`src/rtl/fc_pkg.sv`:
```
// Shared widths and state encoding for the FC output packer.
// Optional build macro: FC_RELU_EN (ReLU clamp instead of signed saturation).
package fc_pkg;

    localparam int unsigned PACK_NUM   = 20;
    localparam int unsigned DATA_WIDTH = 8;
    localparam int unsigned IN_WIDTH   = 23;
    localparam int unsigned BIAS_WIDTH = 16;
    localparam int unsigned ADDR_W     = 10;
    localparam int unsigned TOTAL_W    = 10;
    localparam int unsigned SHIFT_W    = 4;
    localparam int unsigned SUM_WIDTH  = 24;
    localparam int unsigned SLOT_W     = 5;
    localparam int unsigned WORD_W     = PACK_NUM * DATA_WIDTH;

    typedef enum logic [1:0] {
        IDLE  = 2'd0,
        RUN   = 2'd1,
        DRAIN = 2'd2
    } fc_state_e;

endpackage

```
`src/rtl/fc_output_packer_if.sv`:
```
// Controller-facing command/data bus and SRAM write port of the packer.
interface fc_output_packer_if import fc_pkg::*; ();

    logic                           start;
    logic [ADDR_W-1:0]              base_addr;
    logic [TOTAL_W-1:0]             out_total;
    logic [SHIFT_W-1:0]             shift;
    logic                           data_valid;
    logic signed [IN_WIDTH-1:0]     data_in;
    logic signed [BIAS_WIDTH-1:0]   bias;
    logic                           sram_wen;
    logic [ADDR_W-1:0]              sram_waddr;
    logic [WORD_W-1:0]              sram_wdata;
    logic                           busy;
    logic                           done;

    modport master (
        output start, base_addr, out_total, shift, data_valid, data_in, bias,
        input  sram_wen, sram_waddr, sram_wdata, busy, done
    );

    modport slave (
        input  start, base_addr, out_total, shift, data_valid, data_in, bias,
        output sram_wen, sram_waddr, sram_wdata, busy, done
    );

endinterface

```
`src/rtl/fc_requant.sv`:
```
// Bias add, round-half-up, arithmetic shift and clamp to one output byte.
// FC_RELU_EN selects a [0,127] ReLU clamp; otherwise signed [-128,127].
module fc_requant import fc_pkg::*; (
    input  logic                         clk,
    input  logic                         srstn,
    input  logic                         en,
    input  logic [SHIFT_W-1:0]           shift,
    input  logic signed [IN_WIDTH-1:0]   data_in,
    input  logic signed [BIAS_WIDTH-1:0] bias,
    output logic [DATA_WIDTH-1:0]        byte_c
);

    localparam logic signed [SUM_WIDTH-1:0] SAT_MAX = SUM_WIDTH'(127);
    localparam logic signed [SUM_WIDTH-1:0] SAT_MIN = SUM_WIDTH'(-128);

    logic signed [SUM_WIDTH-1:0] din_x;
    logic signed [SUM_WIDTH-1:0] bias_x;
    logic signed [SUM_WIDTH-1:0] sum_c;
    logic signed [SUM_WIDTH-1:0] rnd_c;
    logic signed [SUM_WIDTH-1:0] shr_c;
    logic signed [SUM_WIDTH-1:0] shr_q;

    assign din_x  = {{(SUM_WIDTH-IN_WIDTH){data_in[IN_WIDTH-1]}}, data_in};
    assign bias_x = {{(SUM_WIDTH-BIAS_WIDTH){bias[BIAS_WIDTH-1]}}, bias};

    // Sum, add half an LSB of the result, then arithmetic shift.
    always_comb begin
        sum_c = din_x + bias_x;
        rnd_c = sum_c;
        if (shift != '0) begin
            rnd_c = sum_c + (SUM_WIDTH'(1) << (shift - SHIFT_W'(1)));
        end
        shr_c = rnd_c >>> shift;
    end

    // Stage-1 register: shifted value, loaded only for accepted inputs.
    always_ff @(posedge clk) begin
        if (!srstn) begin
            shr_q <= '0;
        end else if (en) begin
            shr_q <= shr_c;
        end
    end

    // Clamp the registered value to one byte.
    always_comb begin
`ifdef FC_RELU_EN
        if (shr_q < SUM_WIDTH'(0)) begin
            byte_c = '0;
        end else if (shr_q > SAT_MAX) begin
            byte_c = DATA_WIDTH'(127);
        end else begin
            byte_c = shr_q[DATA_WIDTH-1:0];
        end
`else
        if (shr_q < SAT_MIN) begin
            byte_c = DATA_WIDTH'(8'h80);
        end else if (shr_q > SAT_MAX) begin
            byte_c = DATA_WIDTH'(8'h7f);
        end else begin
            byte_c = shr_q[DATA_WIDTH-1:0];
        end
`endif
    end

endmodule

```
`src/rtl/fc_output_packer.sv`:
```
// Requantizes FC accumulator sums and packs PACK_NUM bytes per SRAM write,
// element 0 in the most significant byte.
// Optional build macro: FC_RELU_EN (handled inside fc_requant).
module fc_output_packer import fc_pkg::*; (
    input  logic               clk,
    input  logic               srstn,
    fc_output_packer_if.slave  bus
);

    fc_state_e               state;
    logic [TOTAL_W-1:0]      total_q;
    logic [TOTAL_W-1:0]      recv_cnt;
    logic [SHIFT_W-1:0]      shift_q;
    logic [ADDR_W-1:0]       wr_addr;
    logic [SLOT_W-1:0]       slot;
    logic [WORD_W-1:0]       pack_buf;
    logic                    s1_vld;
    logic                    s1_last;
    logic                    word_full;
    logic                    word_last;

    logic                    accept_c;
    logic                    last_in_c;
    logic                    slot_full_c;
    logic [DATA_WIDTH-1:0]   q_byte_c;
    logic [WORD_W-1:0]       buf_next_c;

    assign accept_c    = (state == RUN) && bus.data_valid && !bus.start && (recv_cnt < total_q);
    assign last_in_c   = (recv_cnt == (total_q - TOTAL_W'(1)));
    assign slot_full_c = (slot == SLOT_W'(PACK_NUM - 1));

    fc_requant u_requant (
        .clk     (clk),
        .srstn   (srstn),
        .en      (accept_c),
        .shift   (shift_q),
        .data_in (bus.data_in),
        .bias    (bus.bias),
        .byte_c  (q_byte_c)
    );

    // Next pack buffer: a word handed to the write stage frees the buffer
    // so the incoming byte lands in slot 0 of a clean word.
    always_comb begin
        buf_next_c = word_full ? '0 : pack_buf;
        for (int unsigned i = 0; i < PACK_NUM; i++) begin
            if (slot == SLOT_W'(i)) begin
                buf_next_c[DATA_WIDTH*(PACK_NUM-1-i) +: DATA_WIDTH] = q_byte_c;
            end
        end
    end

    // Layer FSM, busy flag and input counter.
    always_ff @(posedge clk) begin
        if (!srstn) begin
            state    <= IDLE;
            bus.busy <= 1'b0;
            total_q  <= '0;
            shift_q  <= '0;
            recv_cnt <= '0;
        end else if (bus.start) begin
            state    <= RUN;
            bus.busy <= 1'b1;
            total_q  <= bus.out_total;
            shift_q  <= bus.shift;
            recv_cnt <= '0;
        end else begin
            case (state)
                IDLE: begin
                    bus.busy <= 1'b0;
                end
                RUN: begin
                    if (accept_c) begin
                        recv_cnt <= recv_cnt + TOTAL_W'(1);
                        if (last_in_c) begin
                            state <= DRAIN;
                        end
                    end
                end
                DRAIN: begin
                    if (word_full && word_last) begin
                        state <= IDLE;
                    end
                end
                default: begin
                    state <= IDLE;
                end
            endcase
        end
    end

    // Pipeline valids, pack buffer and SRAM write register.
    always_ff @(posedge clk) begin
        if (!srstn) begin
            s1_vld         <= 1'b0;
            s1_last        <= 1'b0;
            word_full      <= 1'b0;
            word_last      <= 1'b0;
            slot           <= '0;
            pack_buf       <= '0;
            wr_addr        <= '0;
            bus.sram_wen   <= 1'b1;
            bus.sram_waddr <= '0;
            bus.sram_wdata <= '0;
            bus.done       <= 1'b0;
        end else if (bus.start) begin
            s1_vld       <= 1'b0;
            s1_last      <= 1'b0;
            word_full    <= 1'b0;
            word_last    <= 1'b0;
            slot         <= '0;
            pack_buf     <= '0;
            wr_addr      <= bus.base_addr;
            bus.sram_wen <= 1'b1;
            bus.done     <= 1'b0;
        end else begin
            s1_vld  <= accept_c;
            s1_last <= accept_c && last_in_c;

            bus.sram_wen <= !word_full;
            bus.done     <= word_full && word_last;
            if (word_full) begin
                bus.sram_waddr <= wr_addr;
                bus.sram_wdata <= pack_buf;
                wr_addr        <= wr_addr + ADDR_W'(1);
            end

            if (s1_vld) begin
                pack_buf  <= buf_next_c;
                word_full <= slot_full_c || s1_last;
                word_last <= s1_last;
                slot      <= (slot_full_c || s1_last) ? '0 : slot + SLOT_W'(1);
            end else begin
                word_full <= 1'b0;
                word_last <= 1'b0;
                if (word_full) begin
                    pack_buf <= '0;
                end
            end
        end
    end

endmodule

```
`src/flat_wrapper.sv`:
```
// flat-port wrapper written by rule: the top's interface ports become plain ports
module fc_output_packer_flat import fc_pkg::*;
  (clk, srstn, bus_start, bus_base_addr, bus_out_total, bus_shift, bus_data_valid, bus_data_in, bus_bias, bus_sram_wen, bus_sram_waddr, bus_sram_wdata, bus_busy, bus_done);
  fc_output_packer_if bus_i ();
  input  logic clk;
  input  logic srstn;
  input wire logic [$bits(bus_i.start)-1:0] bus_start;
  input wire logic [$bits(bus_i.base_addr)-1:0] bus_base_addr;
  input wire logic [$bits(bus_i.out_total)-1:0] bus_out_total;
  input wire logic [$bits(bus_i.shift)-1:0] bus_shift;
  input wire logic [$bits(bus_i.data_valid)-1:0] bus_data_valid;
  input wire logic [$bits(bus_i.data_in)-1:0] bus_data_in;
  input wire logic [$bits(bus_i.bias)-1:0] bus_bias;
  output wire logic [$bits(bus_i.sram_wen)-1:0] bus_sram_wen;
  output wire logic [$bits(bus_i.sram_waddr)-1:0] bus_sram_waddr;
  output wire logic [$bits(bus_i.sram_wdata)-1:0] bus_sram_wdata;
  output wire logic [$bits(bus_i.busy)-1:0] bus_busy;
  output wire logic [$bits(bus_i.done)-1:0] bus_done;
  assign bus_i.start = bus_start;
  assign bus_i.base_addr = bus_base_addr;
  assign bus_i.out_total = bus_out_total;
  assign bus_i.shift = bus_shift;
  assign bus_i.data_valid = bus_data_valid;
  assign bus_i.data_in = bus_data_in;
  assign bus_i.bias = bus_bias;
  assign bus_sram_wen = bus_i.sram_wen;
  assign bus_sram_waddr = bus_i.sram_waddr;
  assign bus_sram_wdata = bus_i.sram_wdata;
  assign bus_busy = bus_i.busy;
  assign bus_done = bus_i.done;
  fc_output_packer u_core (.clk(clk), .srstn(srstn), .bus(bus_i));
endmodule
```
`config.mk`:
```
export PLATFORM = sky130hd
export DESIGN_NAME = fc_output_packer_flat
export DESIGN_NICKNAME = d
export VERILOG_FILES = /design/src/rtl/fc_pkg.sv /design/src/rtl/fc_output_packer_if.sv /design/src/rtl/fc_requant.sv /design/src/rtl/fc_output_packer.sv /design/src/flat_wrapper.sv
export SDC_FILE = /design/constraint.sdc
export NUM_CORES = 1
export LEC_CHECK = 0
export ABC_AREA = 1
export CAP_MARGIN = 0
export CORE_MARGIN = 1.5
export CORE_UTILIZATION = 29
export DETAILED_ROUTE_END_ITERATION = 8
export SYNTH_ARGS = -nofsm -noshare
export SYNTH_HDL_FRONTEND = slang
export SYNTH_SLANG_ARGS = --single-unit
```
`constraint.sdc`:
```
create_clock -name clk -period 10.6 [get_ports clk]
set_input_delay 2.12 -clock clk [delete_from_list [all_inputs] [get_ports clk]]
set_output_delay 2.12 -clock clk [all_outputs]
set_load 0.02 [all_outputs]
```
# After elaboration in Yosys (flattened, before gate mapping)
# Index checks and enable logic that the tools add are counted.
totals:
  reg_bits: 402
  word_cells: 117
op_classes:
  n_addsub: 7
  order_cmp: 3
  eq_ne: 29
  shift: 2
  muxes: 35
  n_bitwise: 4
  n_reduce_logical: 19
ops:
  columns: ["op", "count"]
  rows:
  - ["$mux W160", 2]
  - ["$mux W8", 22]
  - ["$eq A5 B4 Y1 const B", 8]
  - ["$add A23 B16 Y24", 1]
  - ["$add A24 B24 Y24", 1]
  - ["$gt A24 B8 Y1 const B", 1]
  - ["$lt A24 B8 Y1 const B", 1]
  - ["$mux W24", 1]
  - ["$shl A1 B4 Y24 const A", 1]
  - ["$sshr A24 B4 Y24", 1]
  - ["$add A10 B1 Y10 const B", 2]
  - ["$eq A5 B3 Y1 const B", 4]
  - ["$eq A5 B5 Y1 const B", 4]
  - ["$mux W10", 2]
  - ["$eq A10 B10 Y1", 1]
  - ["$eq A5 B2 Y1 const B", 2]
  - ["$lt A10 B10 Y1", 1]
  - ["$sub A10 B1 Y10 const B", 1]
  - ["$ne A3 B2 Y1 const B", 3]
  - ["$reduce_and A4 Y1", 2]
  - ["$mux W2", 3]
  - ["$ne A2 B1 Y1 const B", 3]
  - ["$pmux W2 S3", 1]
  - ["$add A5 B1 Y5 const B", 1]
  - ["other kinds (18)", 30]

# Logic depth before layout (Yosys ltp)
depth:
  ltp_word: 7
  depth_mapped: 36
  depth_no_buf: 33

# By module
# A second synthesis with hierarchy kept.
hier_totals:
  hier_cells: 2783
  hier_area_um2: 19537.5
by_module_without_submodules:
  columns: ["mod", "n_inst", "cells_per_inst", "area_each_um2"]
  rows:
  - ["fc_output_packer", 1, 1890, 14697.8]
  - ["fc_requant", 1, 893, 4839.6]

# Least setup slack after synthesis
# No wires, ideal clock.
synth_timing:
  path_kind: "in2reg"
  start: "in bus_bias[0]"
  end: "reg u_core.u_requant.shr_q[6]"
  setup_time_ps: 132
  arrival_time_ps: 5226
  t_required_ps: 10468
  setup_slack_ps: 5242
  path_stages: 23
  path_buffers: 0
  path_cell_list: "ha_1 -> fa_1 -> nand3_1 -> nor2_1 -> or2_2 -> xor2_1 -> ha_1 -> nand2_1 -> inv_1 -> nand3_1 -> o21ai_0 -> nand3_1 -> nand2_1 -> nand3_2 -> nor2_1 -> xor2_1 -> nand2_1 -> nand3_1 -> nand3_1 -> nand2_1 -> nand2_1 -> nand2_1 -> a21oi_1"
synth_between:
  elab_chain_len: 4
synth_lines:
  columns: ["item", "line_no", "rtl"]
  rows:
  - ["start, declared", "flat_wrapper.sv:13", "input wire logic [$bits(bus_i.bias)-1:0] bus_bias;"]
  - ["$add A23 B16 Y24 (*)", "fc_requant.sv:28", "sum_c = din_x + bias_x;"]
  - ["$add A24 B24 Y24", "fc_requant.sv:31", "rnd_c = sum_c + (SUM_WIDTH'(1) << (shift - SHIFT_W'(1)));"]
  - ["$mux W24 (*)", "fc_requant.sv:30", "if (shift != '0) begin"]
  - ["$sshr A24 B4 Y24 (*)", "fc_requant.sv:33", "shr_c = rnd_c >>> shift;"]
  - ["end signal, assigned", "fc_requant.sv:41", "shr_q <= shr_c;"]
  - ["end, declared", "fc_requant.sv:21", "logic signed [SUM_WIDTH-1:0] shr_q;"]
# Every way passes the cells marked *; elsewhere a longest branch is shown, timed or not.
# A chain may end at the register's enable or synchronous reset.

# Worst setup path in the final report
layout_timing:
  start: "in bus_bias[0]"
  end: "reg u_core.u_requant.shr_q[12]"
# Same word-level chain as after synthesis.

==> impl_metrics.ini <==
[outcome]
run_status = finished, final reports clean

[sta]
timing.slew.headroom_pct = 21.0
worst_clock_skew_ns = 0.0224
worst_slack_ns = 4.70
final_cycle_share_pct = 55.7
setup-tns-final_ns = 0
rsz0062_at_grt = no
report.final.hold_viol_count = 0
report.final.slew_viol_count = 0
worst-slew-pin-transition_ns = 1.18
max_clock_freq_ghz = 0.170
setup-violations-final = 0
min_period_ns = 5.90

[floorplan]
floorplan.core_area_mm2 = 0.0656
die_w_um = 260
i_o_pin_count = 240
die-height_um = 260
core.rowCount = 94
die_area_mm2 = 0.0678
initial_core_util_pct = 29.3

[setup_path]
crit_path_required_time_ns = 11.11
end_kind = register
cp_max_fo = 5
r2r.worst_path.cells = 27
crit_type = input pin to register
timing.critical_path.slowest_stage_cell = fa_1
timing.critical_path.from_type = input pin
timing.critical_path.mode_cell = nand2_1
arr_time_crit_path_ns = 6.41
cp_slowest_stage_delay_ns = 0.45

[synth]
synth_enable_flop_cells = 0
synth_area_leaders = dfxtp_1, a21oi_1, o21ai_0
post_synth.cell_area_avg_um2 = 7.05
synth_top_area_share_pct = 41.9
cell_area_after_technology_mapping_mm2 = 0.0192
synth.net_count = 2851
ys_top_cells_by_count = a21oi_1, dfxtp_1, o21ai_0
synth_async_sr_flop_share_pct = 0
yosysMostFrequentCell = a21oi_1
synth_warnings = 0
synth_area_leader_cell = dfxtp_1
dominantRegCellSynth = dfxtp_1
synth_cell_type_count = 52
seq_area_frac_synth_pct = 41.9
syn_inst = 2723
synth_seq_cells = 402

[clock_tree]
cts_htree_levels = 2
cts_made_buffers = 43
cts_tree = yes
cts.hold.buffers_added = 0
post_cts.resized_instances = 0
cts_setup_buffers = 0
clk-insertion-delay-late_ns = 0.56
worst_setup_hold_path_clk_slew_ns = 0.07
cts-root-buf = clkbuf_16
max-clock-path-buffers = 3
cts.sinks = 402

[global_routing]
grt-ovfl-total = 0
grt_pass1_vias = 16300
antenna_violations_before_repair = 4
first_pass_grt_wire_length_um = 92000
grt_util_all_layers_pct = 16.9
grt_max_degree = 256

[placed_design]
detailedPlace.worstSlack_ns = 4.23
placement.cell_area_mm2 = 0.0223
io_buffer_count = 239
gp_congestion = 0.885
post-dp-hpwl_um = 39000

[drt]
ant_nets = 0
detailedRoute.firstIterationViolations = 1348
drt-vias-per-instance = 4.76
vias = 17900
routed_wire_length_per_instance_um = 15.7
number_of_detailed_routing_iterations_run_before_antenna_repair = 5
post-route-drc-count = 0
drt-total-wl_um = 58900

[power_and_ir_drop]
total_leakage_power_uw = 0.00984
fin_total_pwr_uw = 3670
ir_worst_vdd_uv = 118
p_per_area_mw_per_mm2 = 155

[worst_hold_path]
min-delay-path-class = register to register
hold-path-cell-count = 2

[finish]
number_of_nets_in_the_layout = 2991
layout.cell_area.non_filler_mm2 = 0.0237
drive_above_1_share_pct = 5.08
final_core_util_pct = 36.1
synthToLayoutAreaGrowth_pct = 23.4

[flow_run]
max_cap_check_violation_count = 0
## metrics by stage
stage | std cells | hold WS, ns
floorplan | 2723 | 0.421
global placement | 3682 | 0.435
detailed placement | 3682 | 0.439
CTS | 3758 | 0.447
global route | 3760 | 0.456
finish | 3760 | 0.438
## cells in the final DEF (no fill, tap or decap), types with 12 or more instances in the layout
| cell type | Yosys | layout |
|---|---|---|
| xor2_1 | 26 | 26 |
| nand4_1 | 25 | 25 |
| nand2_2 | 17 | 17 |
| xnor2_1 | 15 | 15 |
| buf_4 | 5 | 21 |
| clkbuf_16 | 0 | 44 |
| dfxtp_1 | 402 | 401 |
| nand2_1 | 340 | 340 |
| o21ai_0 | 387 | 387 |
| nor2_2 | 15 | 15 |
| a21oi_1 | 413 | 406 |
| clkdlybuf4s50_1 | 0 | 238 |
| nor2_1 | 261 | 259 |
| clkbuf_8 | 0 | 12 |
| ha_1 | 59 | 59 |
| nor3_1 | 15 | 15 |
| nand3_1 | 157 | 157 |
| inv_1 | 347 | 347 |
## registers in the layout, summed over array words and instances, names as in the netlist, 2 cells and up
register                count
u_core.shift_q              4
u_core.u_requant.shr_q     24
u_core.bus.sram_wdata     160
u_core.slot                 5
u_core.total_q             10
u_core.bus.sram_waddr      10
u_core.state                2
u_core.recv_cnt            10
u_core.pack_buf           160
u_core.wr_addr             10
## power by group
part / internal [µW] / switching [µW] / total [µW]
combinational: 179 / 432 / 611
clock: 876 / 643 / 1520
sequential: 1520 / 13.3 / 1540
## final cells by class
class | count | area [µm²]
clock inverters | 12 | 135
flip-flops and latches | 402 | 8050
inverters | 353 | 1330
well taps | 864 | 1080
diodes | 2 | 5.00
repair buffers | 260 | 2560
fillers | 6942 | 41900
multi-input cells | 1803 | 9230
clock buffers | 64 | 1300
## path summary, 6_finish.rpt
kind                                     end  slack (ns)           startpoint
setup reg to reg  u_core.u_requant.shr_q[12]        5.02    u_core.shift_q[2]
hold reg to reg    u_core.bus.sram_wdata[76]        0.44  u_core.pack_buf[76]
setup / recovery  u_core.u_requant.shr_q[12]        4.70          bus_bias[0]
hold / removal     u_core.bus.sram_wdata[76]        0.44  u_core.pack_buf[76]
## metal layers
layer  vias up  track usage, %  wire length (µm)
met5         -               0                27
met3        74            2.86              3190
li1       9226               -                 -
met4         4            4.27              1320
met1      8169            23.9             28000
met2       417            26.7             26400
## cells by family after synthesis
group / after synthesis / share of synthesized area (%)
AO/OA/AOI/OAI: 849 / 22.8
XOR/XNOR: 41 / 1.87
adder cells (fa/ha/maj): 61 / 4.05
buffers and inverters: 518 / 10.3
flip-flops: 402 / 41.9
multiplexers: 1 / 0.0521
AND/OR/NAND/NOR: 851 / 19.0
## critical path: cells and delay by family
kind	cells	cell delay, ns
AO/OA/AOI/OAI	1	0.32
adder cells (fa/ha/maj)	3	1.07
buffers and inverters	3	0.54
AND/OR/NAND/NOR	22	2.17
XOR/XNOR	1	0.20
No activity file was read; power rests on OpenSTA's default activity.
